$ cat src/rtl/sw_cmd_decoder.sv
// ---------------------------------------------------------------------------
// sw_cmd_decoder
//
// Turns N_SW raw one-hot command switches into debounced, single-shot
// opcodes for the controller. Pipeline:
//   2-flop synchroniser -> whole-vector debounce -> one-hot classifier
//   -> issue FSM with valid/ready handshake.
//
// Ports
//   clk         in   1      system clock, all state updates on posedge
//   reset       in   1      synchronous, active-high reset
//   sw          in   N_SW   raw switch inputs (asynchronous)
//   cmd_ready   in   1      controller accepts the command this cycle
//   cmd_valid   out  1      opcode valid, held until accepted
//   cmd_opcode  out  OP_W   opcode, stable while cmd_valid=1, 0 when idle
//   busy        out  1      FSM is not IDLE
//   err_multi   out  1      one-cycle pulse: debounced vector went multi-hot
//                           while IDLE
//   sw_stable   out  N_SW   current debounced switch vector
//
// Opcode mapping: bit i alone -> N_SW - i (MSB -> 1, bit 0 -> N_SW).
// ---------------------------------------------------------------------------
module sw_cmd_decoder #(
  parameter int N_SW         = 4,
  parameter int OP_W         = 3,
  parameter int DEBOUNCE_CYC = 16,
  parameter int CNT_W        = 5
) (
  input  logic            clk,
  input  logic            reset,
  input  logic [N_SW-1:0] sw,
  input  logic            cmd_ready,
  output logic            cmd_valid,
  output logic [OP_W-1:0] cmd_opcode,
  output logic            busy,
  output logic            err_multi,
  output logic [N_SW-1:0] sw_stable
);

  // Parameter sanity: opcode 0 is reserved for "idle", so codes 1..N_SW
  // must fit, and the debounce counter must reach DEBOUNCE_CYC-1.
  generate
    if ((2 ** OP_W) <= N_SW) begin : g_bad_op_w
      $error("sw_cmd_decoder: 2**OP_W must be greater than N_SW");
    end
    if ((2 ** CNT_W) <= DEBOUNCE_CYC) begin : g_bad_cnt_w
      $error("sw_cmd_decoder: 2**CNT_W must be greater than DEBOUNCE_CYC");
    end
    if (N_SW < 2 || DEBOUNCE_CYC < 2) begin : g_bad_size
      $error("sw_cmd_decoder: N_SW and DEBOUNCE_CYC must be >= 2");
    end
  endgenerate

  typedef enum logic [1:0] {
    ST_IDLE     = 2'd0,
    ST_ISSUE    = 2'd1,
    ST_WAIT_REL = 2'd2
  } state_t;

  // -------------------------------------------------------------------------
  // Synchroniser and debounce registers
  // -------------------------------------------------------------------------
  logic [N_SW-1:0]  sync1_q;
  logic [N_SW-1:0]  sync2_q;
  logic [N_SW-1:0]  sync2_prev_q;
  logic [N_SW-1:0]  sw_stable_q;
  logic [N_SW-1:0]  sw_stable_d;
  logic [CNT_W-1:0] cnt_q;
  logic [CNT_W-1:0] cnt_d;

  // Debounce works on the whole vector: any change in the synchronised
  // vector restarts the count, and nothing counts while it already matches
  // the accepted value.
  always_comb begin
    sw_stable_d = sw_stable_q;
    cnt_d       = cnt_q;
    if ((sync2_q != sync2_prev_q) || (sync2_q == sw_stable_q)) begin
      cnt_d = '0;
    end else if (cnt_q == CNT_W'(DEBOUNCE_CYC - 1)) begin
      sw_stable_d = sync2_q;
      cnt_d       = '0;
    end else begin
      cnt_d = cnt_q + CNT_W'(1);
    end
  end

  always_ff @(posedge clk) begin
    if (reset) begin
      sync1_q      <= '0;
      sync2_q      <= '0;
      sync2_prev_q <= '0;
      sw_stable_q  <= '0;
      cnt_q        <= '0;
    end else begin
      sync1_q      <= sw;
      sync2_q      <= sync1_q;
      sync2_prev_q <= sync2_q;
      sw_stable_q  <= sw_stable_d;
      cnt_q        <= cnt_d;
    end
  end

  // -------------------------------------------------------------------------
  // Classifier on the debounced vector
  // -------------------------------------------------------------------------
  logic [OP_W-1:0] bit_code [N_SW];
  logic [OP_W-1:0] code;
  logic            is_zero;
  logic            is_onehot;
  logic            is_multi;

  genvar gi;
  generate
    for (gi = 0; gi < N_SW; gi++) begin : g_code
      assign bit_code[gi] = sw_stable_q[gi] ? OP_W'(N_SW - gi) : '0;
    end
  endgenerate

  // OR of the per-bit codes is only meaningful when exactly one bit is set;
  // the FSM only consumes it in that case.
  always_comb begin
    code = '0;
    for (int i = 0; i < N_SW; i++) begin
      code = code | bit_code[i];
    end
  end

  assign is_zero   = (sw_stable_q == '0);
  assign is_onehot = !is_zero &&
                     ((sw_stable_q & (sw_stable_q - N_SW'(1))) == '0);
  assign is_multi  = !is_zero && !is_onehot;

  // -------------------------------------------------------------------------
  // Issue FSM
  // -------------------------------------------------------------------------
  state_t          state_q;
  state_t          state_d;
  logic            cmd_valid_q;
  logic            cmd_valid_d;
  logic [OP_W-1:0] cmd_opcode_q;
  logic [OP_W-1:0] cmd_opcode_d;
  logic            err_multi_q;
  logic            err_multi_d;
  logic            busy_q;

  always_comb begin
    state_d      = state_q;
    cmd_valid_d  = cmd_valid_q;
    cmd_opcode_d = cmd_opcode_q;
    err_multi_d  = 1'b0;
    case (state_q)
      ST_IDLE: begin
        if (is_onehot) begin
          cmd_opcode_d = code;
          cmd_valid_d  = 1'b1;
          state_d      = ST_ISSUE;
        end else if (is_multi) begin
          // Leaving IDLE immediately makes the error a single-cycle pulse.
          err_multi_d = 1'b1;
          state_d     = ST_WAIT_REL;
        end
      end
      ST_ISSUE: begin
        // Opcode is frozen here; switch activity cannot alter it.
        if (cmd_ready) begin
          cmd_valid_d  = 1'b0;
          cmd_opcode_d = '0;
          state_d      = ST_WAIT_REL;
        end
      end
      ST_WAIT_REL: begin
        // One command per press: wait for a full debounced release.
        if (is_zero) begin
          state_d = ST_IDLE;
        end
      end
      default: begin
        cmd_valid_d  = 1'b0;
        cmd_opcode_d = '0;
        state_d      = ST_IDLE;
      end
    endcase
  end

  always_ff @(posedge clk) begin
    if (reset) begin
      state_q      <= ST_IDLE;
      cmd_valid_q  <= 1'b0;
      cmd_opcode_q <= '0;
      err_multi_q  <= 1'b0;
      busy_q       <= 1'b0;
    end else begin
      state_q      <= state_d;
      cmd_valid_q  <= cmd_valid_d;
      cmd_opcode_q <= cmd_opcode_d;
      err_multi_q  <= err_multi_d;
      busy_q       <= (state_d != ST_IDLE);
    end
  end

  assign cmd_valid  = cmd_valid_q;
  assign cmd_opcode = cmd_opcode_q;
  assign busy       = busy_q;
  assign err_multi  = err_multi_q;
  assign sw_stable  = sw_stable_q;

endmodule

$ cat config.mk
export PLATFORM = sky130hd
export DESIGN_NAME = sw_cmd_decoder
export DESIGN_NICKNAME = d
export VERILOG_FILES = /design/src/rtl/sw_cmd_decoder.sv
export SDC_FILE = /design/constraint.sdc
export NUM_CORES = 1
export LEC_CHECK = 0
export CAP_MARGIN = 40
export CORE_MARGIN = 2
export CORE_UTILIZATION = 30
export CTS_CLUSTER_DIAMETER = 200
export DETAILED_ROUTE_END_ITERATION = 8
export PLACE_DENSITY = 0.51
export SYNTH_ARGS = -nofsm -noshare
export SYNTH_HDL_FRONTEND = slang
export SYNTH_SLANG_ARGS = --single-unit
$ cat constraint.sdc
create_clock -name clk -period 1.9 [get_ports clk]
set_clock_uncertainty 0.2 [all_clocks]
set_input_delay 0.38 -clock clk [delete_from_list [all_inputs] [get_ports clk]]
set_output_delay 0.38 -clock clk [all_outputs]
set_load 0.01 [all_outputs]
==> flow_metrics.py, run 1 <==
metrics = {
    "critical_path": {
        "critPathCapture": "sw_stable[1]",
        "crit_path_start": "sw_stable[1]",
        "rr_worst_depth": 4,
        "crit_slowest_cell": "clkdlybuf4s50_1",
        "end_kind": "output pin",
        "cp_max_fo": 9,
        "crit_buf_inv": 1,
        "crit_family": "buffers and inverters",
        "worstSetupPathType": "flip-flop to output pin",
        "cp_data_arrival_time_ps": 1230,
        "crit_path_cell_trace": "clkdlybuf4s50_1",
        "worst-path-stages": 1,
        "max_stage_delay_ps": 550,
        "startpoint_type": "flip-flop",
        "worstReg2RegEnd": "sw_stable[0]",
        "reg2reg_from": "sync2_q[0]",
        "regToRegSetupSlack_ps": 180,
        "critPathRequiredTime_ps": 1320,
    },
    "layout": {
        "drive_above_1_share_pct": 14.1,
        "n_antenna_cell": 0,
        "instances_no_fill": 183,
        "final_util_pct": 40.4,
        "fill_cells": 369,
        "nets": 143,
        "syn_to_final_growth_pct": 28.1,
    },
    "status": {
        "outcome": "completed",
    },
    "die": {
        "start_util_pct": 31.5,
        "rows": 22,
        "fp.dieH_um": 66.5,
        "core_area_um2": 3720,
        "die_width_um": 66.5,
        "die_area_um2": 4420,
        "pin_count": 17,
    },
    "grt": {
        "grt_util_all_layers_pct": 10.3,
        "antenna_found_initial": 0,
        "first_global_vias": 787,
        "overflow": 0,
        "grt_pass1_wl_mm": 3.33,
        "grt_max_degree": 12,
    },
    "logic_synthesis": {
        "yosysSeqAreaShare_pct": 49.5,
        "netlist_area_um2": 1170,
        "postSynthCellCount": 114,
        "yosysWarnings": 0,
        "synth_flop_cell": "dfxtp_1",
        "ys_ff_latch": 29,
        "postSynth.asyncResetShare_pct": 0,
        "synth.distinct_cells": 33,
        "synth-edff-count": 0,
        "synth.avg_cell_area_um2": 10.3,
        "syn_nets": 123,
    },
    "routing": {
        "drc_errors": 0,
        "met1_length_um": 880,
        "met2_length_um": 948,
        "routed_wl_mm": 1.95,
        "dr.pass1.iters": 4,
        "routed.top_layer": "met4",
        "via_per_inst": 4.45,
        "first_iter_violations": 16,
        "antenna_left": 0,
        "drt-wirelength-per-cell_um": 10.7,
        "dr_wl_met3_um": 66,
        "vias": 814,
    },
    "pwr": {
        "peakVddDrop_mv": 0.331,
        "power_mw": 1.31,
        "p_per_area_nw_per_um2": 873,
        "p_leak_nw": 0.574,
    },
    "run": {
        "maxCapViolations": 0,
    },
    "worst_hold_path": {
        "hp-start": "sync1_q[3]",
        "hold_path.class": "flip-flop to flip-flop",
    },
    "placement": {
        "port_buffers": 16,
        "place_ws_ps": 27.8,
        "place_inst": 175,
        "gp_congestion": 0.704,
        "hpwl_mm": 1.47,
    },
    "clocking": {
        "cts-htree-levels": 2,
        "cts_max_path_buffers": 2,
        "cts.sinks": 29,
        "root_buffer": "clkbuf_8",
        "path_clk_slew_ps": 60,
        "post_cts_resize_count": 4,
        "cts_buffers": 5,
        "clk_latency_ps": 270,
        "postCtsHoldBufs": 0,
        "cts_tree": "built",
        "cts_setup_buffers": 0,
    },
    "timing": {
        "worst_slew_pin_slew_ps": 469,
        "fin_crit_sh_pct": 95.4,
        "fin_ws_ps": 88.0,
        "slew_headroom_pct": 68.4,
        "period_needed_ps": 1810,
        "tns_ps": 0,
        "slew_viol_final": 0,
        "hold_viol": 0,
        "fmax_mhz": 552,
        "grt_setup_unrepaired": "no",
        "final-setup-viol-count": 0,
    },
}
## per-stage QoR
step,hold WS (ps),area (um2)
after floorplan,214,1170
after global placement,228,1370
after detailed placement,224,1370
after CTS,236,1490
after global routing,244,1500
final,235,1500
## flip-flops by register name, summed over array words and instances (netlist names), 2 cells and up
signal and cells:
cnt_q 5, sw_stable 4, sync1_q 4, sync2_prev_q 4, sync2_q 4, cmd_opcode 3
state_q 2
## power breakdown
group          internal, mW  switching [mW]
registers             0.616         0.00658
clock network         0.427           0.206
logic                0.0300          0.0246
total                  1.07           0.237
## synthesized netlist by cell type, types with 2 or more instances
cell / n / area [um2]
nand4_1: 3 / 18.8
buf_4: 2 / 15.0
mux2_1: 4 / 45.0
xor2_1: 6 / 52.6
ha_1: 2 / 25.0
a21oi_1: 5 / 25.0
xnor2_1: 5 / 43.8
inv_1: 4 / 15.0
nor2_1: 10 / 37.5
o21ai_0: 3 / 15.0
nor2b_1: 15 / 93.8
dfxtp_1: 29 / 581
nand3_1: 4 / 20.0
nand2_1: 3 / 11.3
## final cells by class
class,count,area [um2],area share (%)
well taps,48,60.1,4.00
clock buffers,7,86.3,5.75
flip-flops and latches,29,593,39.5
inverters,4,15.0,1.00
multi-input cells,76,542,36.1
repair buffers,18,175,11.7
clock inverters,1,30.0,2.00
## kinds of logic after synthesis
logic type	after synthesis	share of synthesized area, %
buffers and inverters	9	4.27
AO/OA/AOI/OAI	13	7.47
XOR/XNOR	11	8.22
multiplexers	4	3.84
AND/OR/NAND/NOR	45	23.7
adder cells (fa/ha/maj)	3	2.99
flip-flops	29	49.5
## cells in the final DEF, fill, tap and decap left out, types with 4 or more instances in the layout
cell type	n
inv_1	4
dfxtp_1	25
clkbuf_8	6
nor2b_1	15
nand3_1	4
mux2_1	4
xnor2_1	5
xor2_1	6
a21oi_1	5
clkdlybuf4s50_1	16
nor2_1	10
## worst min-delay path by stage
stage                      end  slack (ps)  depth (start not counted)
global route        sync2_q[0]         240                          1
floorplan           sync2_q[0]         210                          1
global placement    sync2_q[3]         230                          1
detailed placement  sync2_q[3]         220                          1
finish              sync2_q[3]         230                          1
CTS                 sync2_q[3]         240                          1
## per-layer routing
metal	vias to the layer above	global-route usage [%]
li1	421	-
met1	375	11.7
met2	13	16.6
met3	5	3.04
met4	0	6.89
met5	-	0
Power figures use the tool's default switching activity.
==> inputs of run 2 (changes only) <==
CAP_MARGIN = default   (was 40)
DONT_BUFFER_PORTS = 1   (was default)
PLACE_DENSITY = default   (was 0.51)
PLACE_DENSITY_LB_ADDON = 0.3   (was default)
==> flow_metrics.py, run 2 (synthesis gave the netlist of run 1 again) <==
metrics = {
    "worst_hold_path": {
        "hold_path.class": "input port to flip-flop",
    },
    "grt": {
        "antenna_found_initial": 0,
        "grt_pass1_wl_mm": 3.43,
        "first_global_vias": 738,
        "overflow": 0,
        "grt_max_degree": 20,
        "grt_util_all_layers_pct": 11.0,
    },
    "timing": {
        "period_needed_ps": 1790,
        "fin_ws_ps": 108,
        "fin_crit_sh_pct": 94.3,
        "tns_ps": 0,
        "hold_viol": 0,
        "fmax_mhz": 558,
        "slew_viol_final": 0,
        "grt_setup_unrepaired": "no",
        "final-setup-viol-count": 0,
        "worst_slew_pin_slew_ps": 716,
        "slew_headroom_pct": 52.3,
    },
    "clocking": {
        "cts-htree-levels": 2,
        "cts_max_path_buffers": 2,
        "root_buffer": "clkbuf_8",
        "cts_tree": "built",
        "cts_buffers": 5,
        "cts.sinks": 29,
        "path_clk_slew_ps": 60,
        "clk_latency_ps": 280,
    },
    "layout": {
        "seqCellArea_um2": 581,
        "multi_input_area_um2": 542,
        "final_common_cell": "dfxtp_1",
        "syn_to_final_growth_pct": 12.5,
        "layout_common_cells": "29 x dfxtp_1, 15 x nor2b_1, 10 x nor2_1",
        "fill_cells": 372,
        "largest_reg_flops": 5,
        "nets": 127,
        "n_antenna_cell": 0,
        "top_register": "cnt_q",
        "drive_above_1_share_pct": 12.6,
    },
    "critical_path": {
        "crit_family": "flip-flops",
        "cp_max_fo": 9,
        "startpoint_type": "flip-flop",
        "crit_slowest_cell": "dfxtp_1",
        "crit_buf_inv": 0,
        "end_kind": "flip-flop",
        "worstSetupPathType": "flip-flop to flip-flop",
        "crit_path_cell_trace": "xor2_1, o2111ai_2, and2_4, o311a_1",
        "max_stage_delay_ps": 600,
        "cp_data_arrival_time_ps": 1760,
        "critPathRequiredTime_ps": 1870,
    },
    "die": {
        "rows": 22,
        "fp.dieH_um": 66.5,
        "die_width_um": 66.5,
        "start_util_pct": 31.5,
        "pin_count": 17,
        "core_area_um2": 3720,
        "die_area_um2": 4420,
    },
    "placement": {
        "place_ws_ps": 120,
        "port_buffers": 0,
        "hpwl_mm": 1.43,
        "gp_congestion": 0.695,
    },
    "pwr": {
        "p_per_area_nw_per_um2": 918,
        "peakVddDrop_mv": 0.384,
        "p_leak_nw": 0.518,
    },
    "routing": {
        "via_per_inst": 4.60,
        "met1_length_um": 897,
        "vias": 768,
        "routed_wl_mm": 1.99,
        "drt-wirelength-per-cell_um": 11.9,
        "antenna_left": 0,
        "dr.pass1.iters": 4,
        "met2_length_um": 925,
        "dr_wl_met3_um": 115,
        "drc_errors": 0,
        "routed.top_layer": "met4",
        "first_iter_violations": 17,
    },
    "status": {
        "outcome": "completed",
    },
    "run": {
        "maxCapViolations": 0,
    },
}
run 2: per-layer routing:
metal,global-route usage [%],vias up
met1,13.0,354
met4,7.65,0
li1,-,394
met2,15.5,15
met5,0,-
met3,5.07,5
run 2: timing repair:
action | in CTS | in global routing
gates resized for setup | 0 | 1
hold endpoints to repair | 19 | 0
setup buffers | 0 | 0
hold buffers | 1 | 0
setup endpoints to repair | 0 | 4
run 2: path summary, 6_finish.rpt:
path	startpoint	endpoint	slack, ps	depth (start not counted)
setup / recovery	sw_stable[1]	cmd_opcode[1]	110	4
hold / removal	sw[0]	sync1_q[0]	30	1
setup reg to reg	sw_stable[1]	cmd_opcode[1]	110	4
hold reg to reg	sync1_q[3]	sync2_q[3]	230	1
run 2: stage by stage:
stage	instance area (um2)	hold slack, ps	power, mW	util, %	std cells
floorplan	1170	214	0.672	-	114
finish	1320	30.6	1.21	35.5	167
global route	1320	22.1	1.27	35.5	167
global placement	1200	221	0.671	32.4	158
CTS	1320	19.9	1.23	35.4	167
detailed placement	1200	220	0.672	32.4	158
run 2: final cells by class:
class	instances	area share, %
clock buffer	7	7.31
clock inverter	1	0.380
inverter	4	1.14
multi-input combinational	76	41.1
sequential	29	44.0
tap	48	4.55
timing repair buffer	2	1.52
run 2: power breakdown:
group | switching, mW | total, mW | internal (mW)
sequential | 0.00665 | 0.627 | 0.620
combinational | 0.0210 | 0.0396 | 0.0186
clock | 0.217 | 0.544 | 0.326
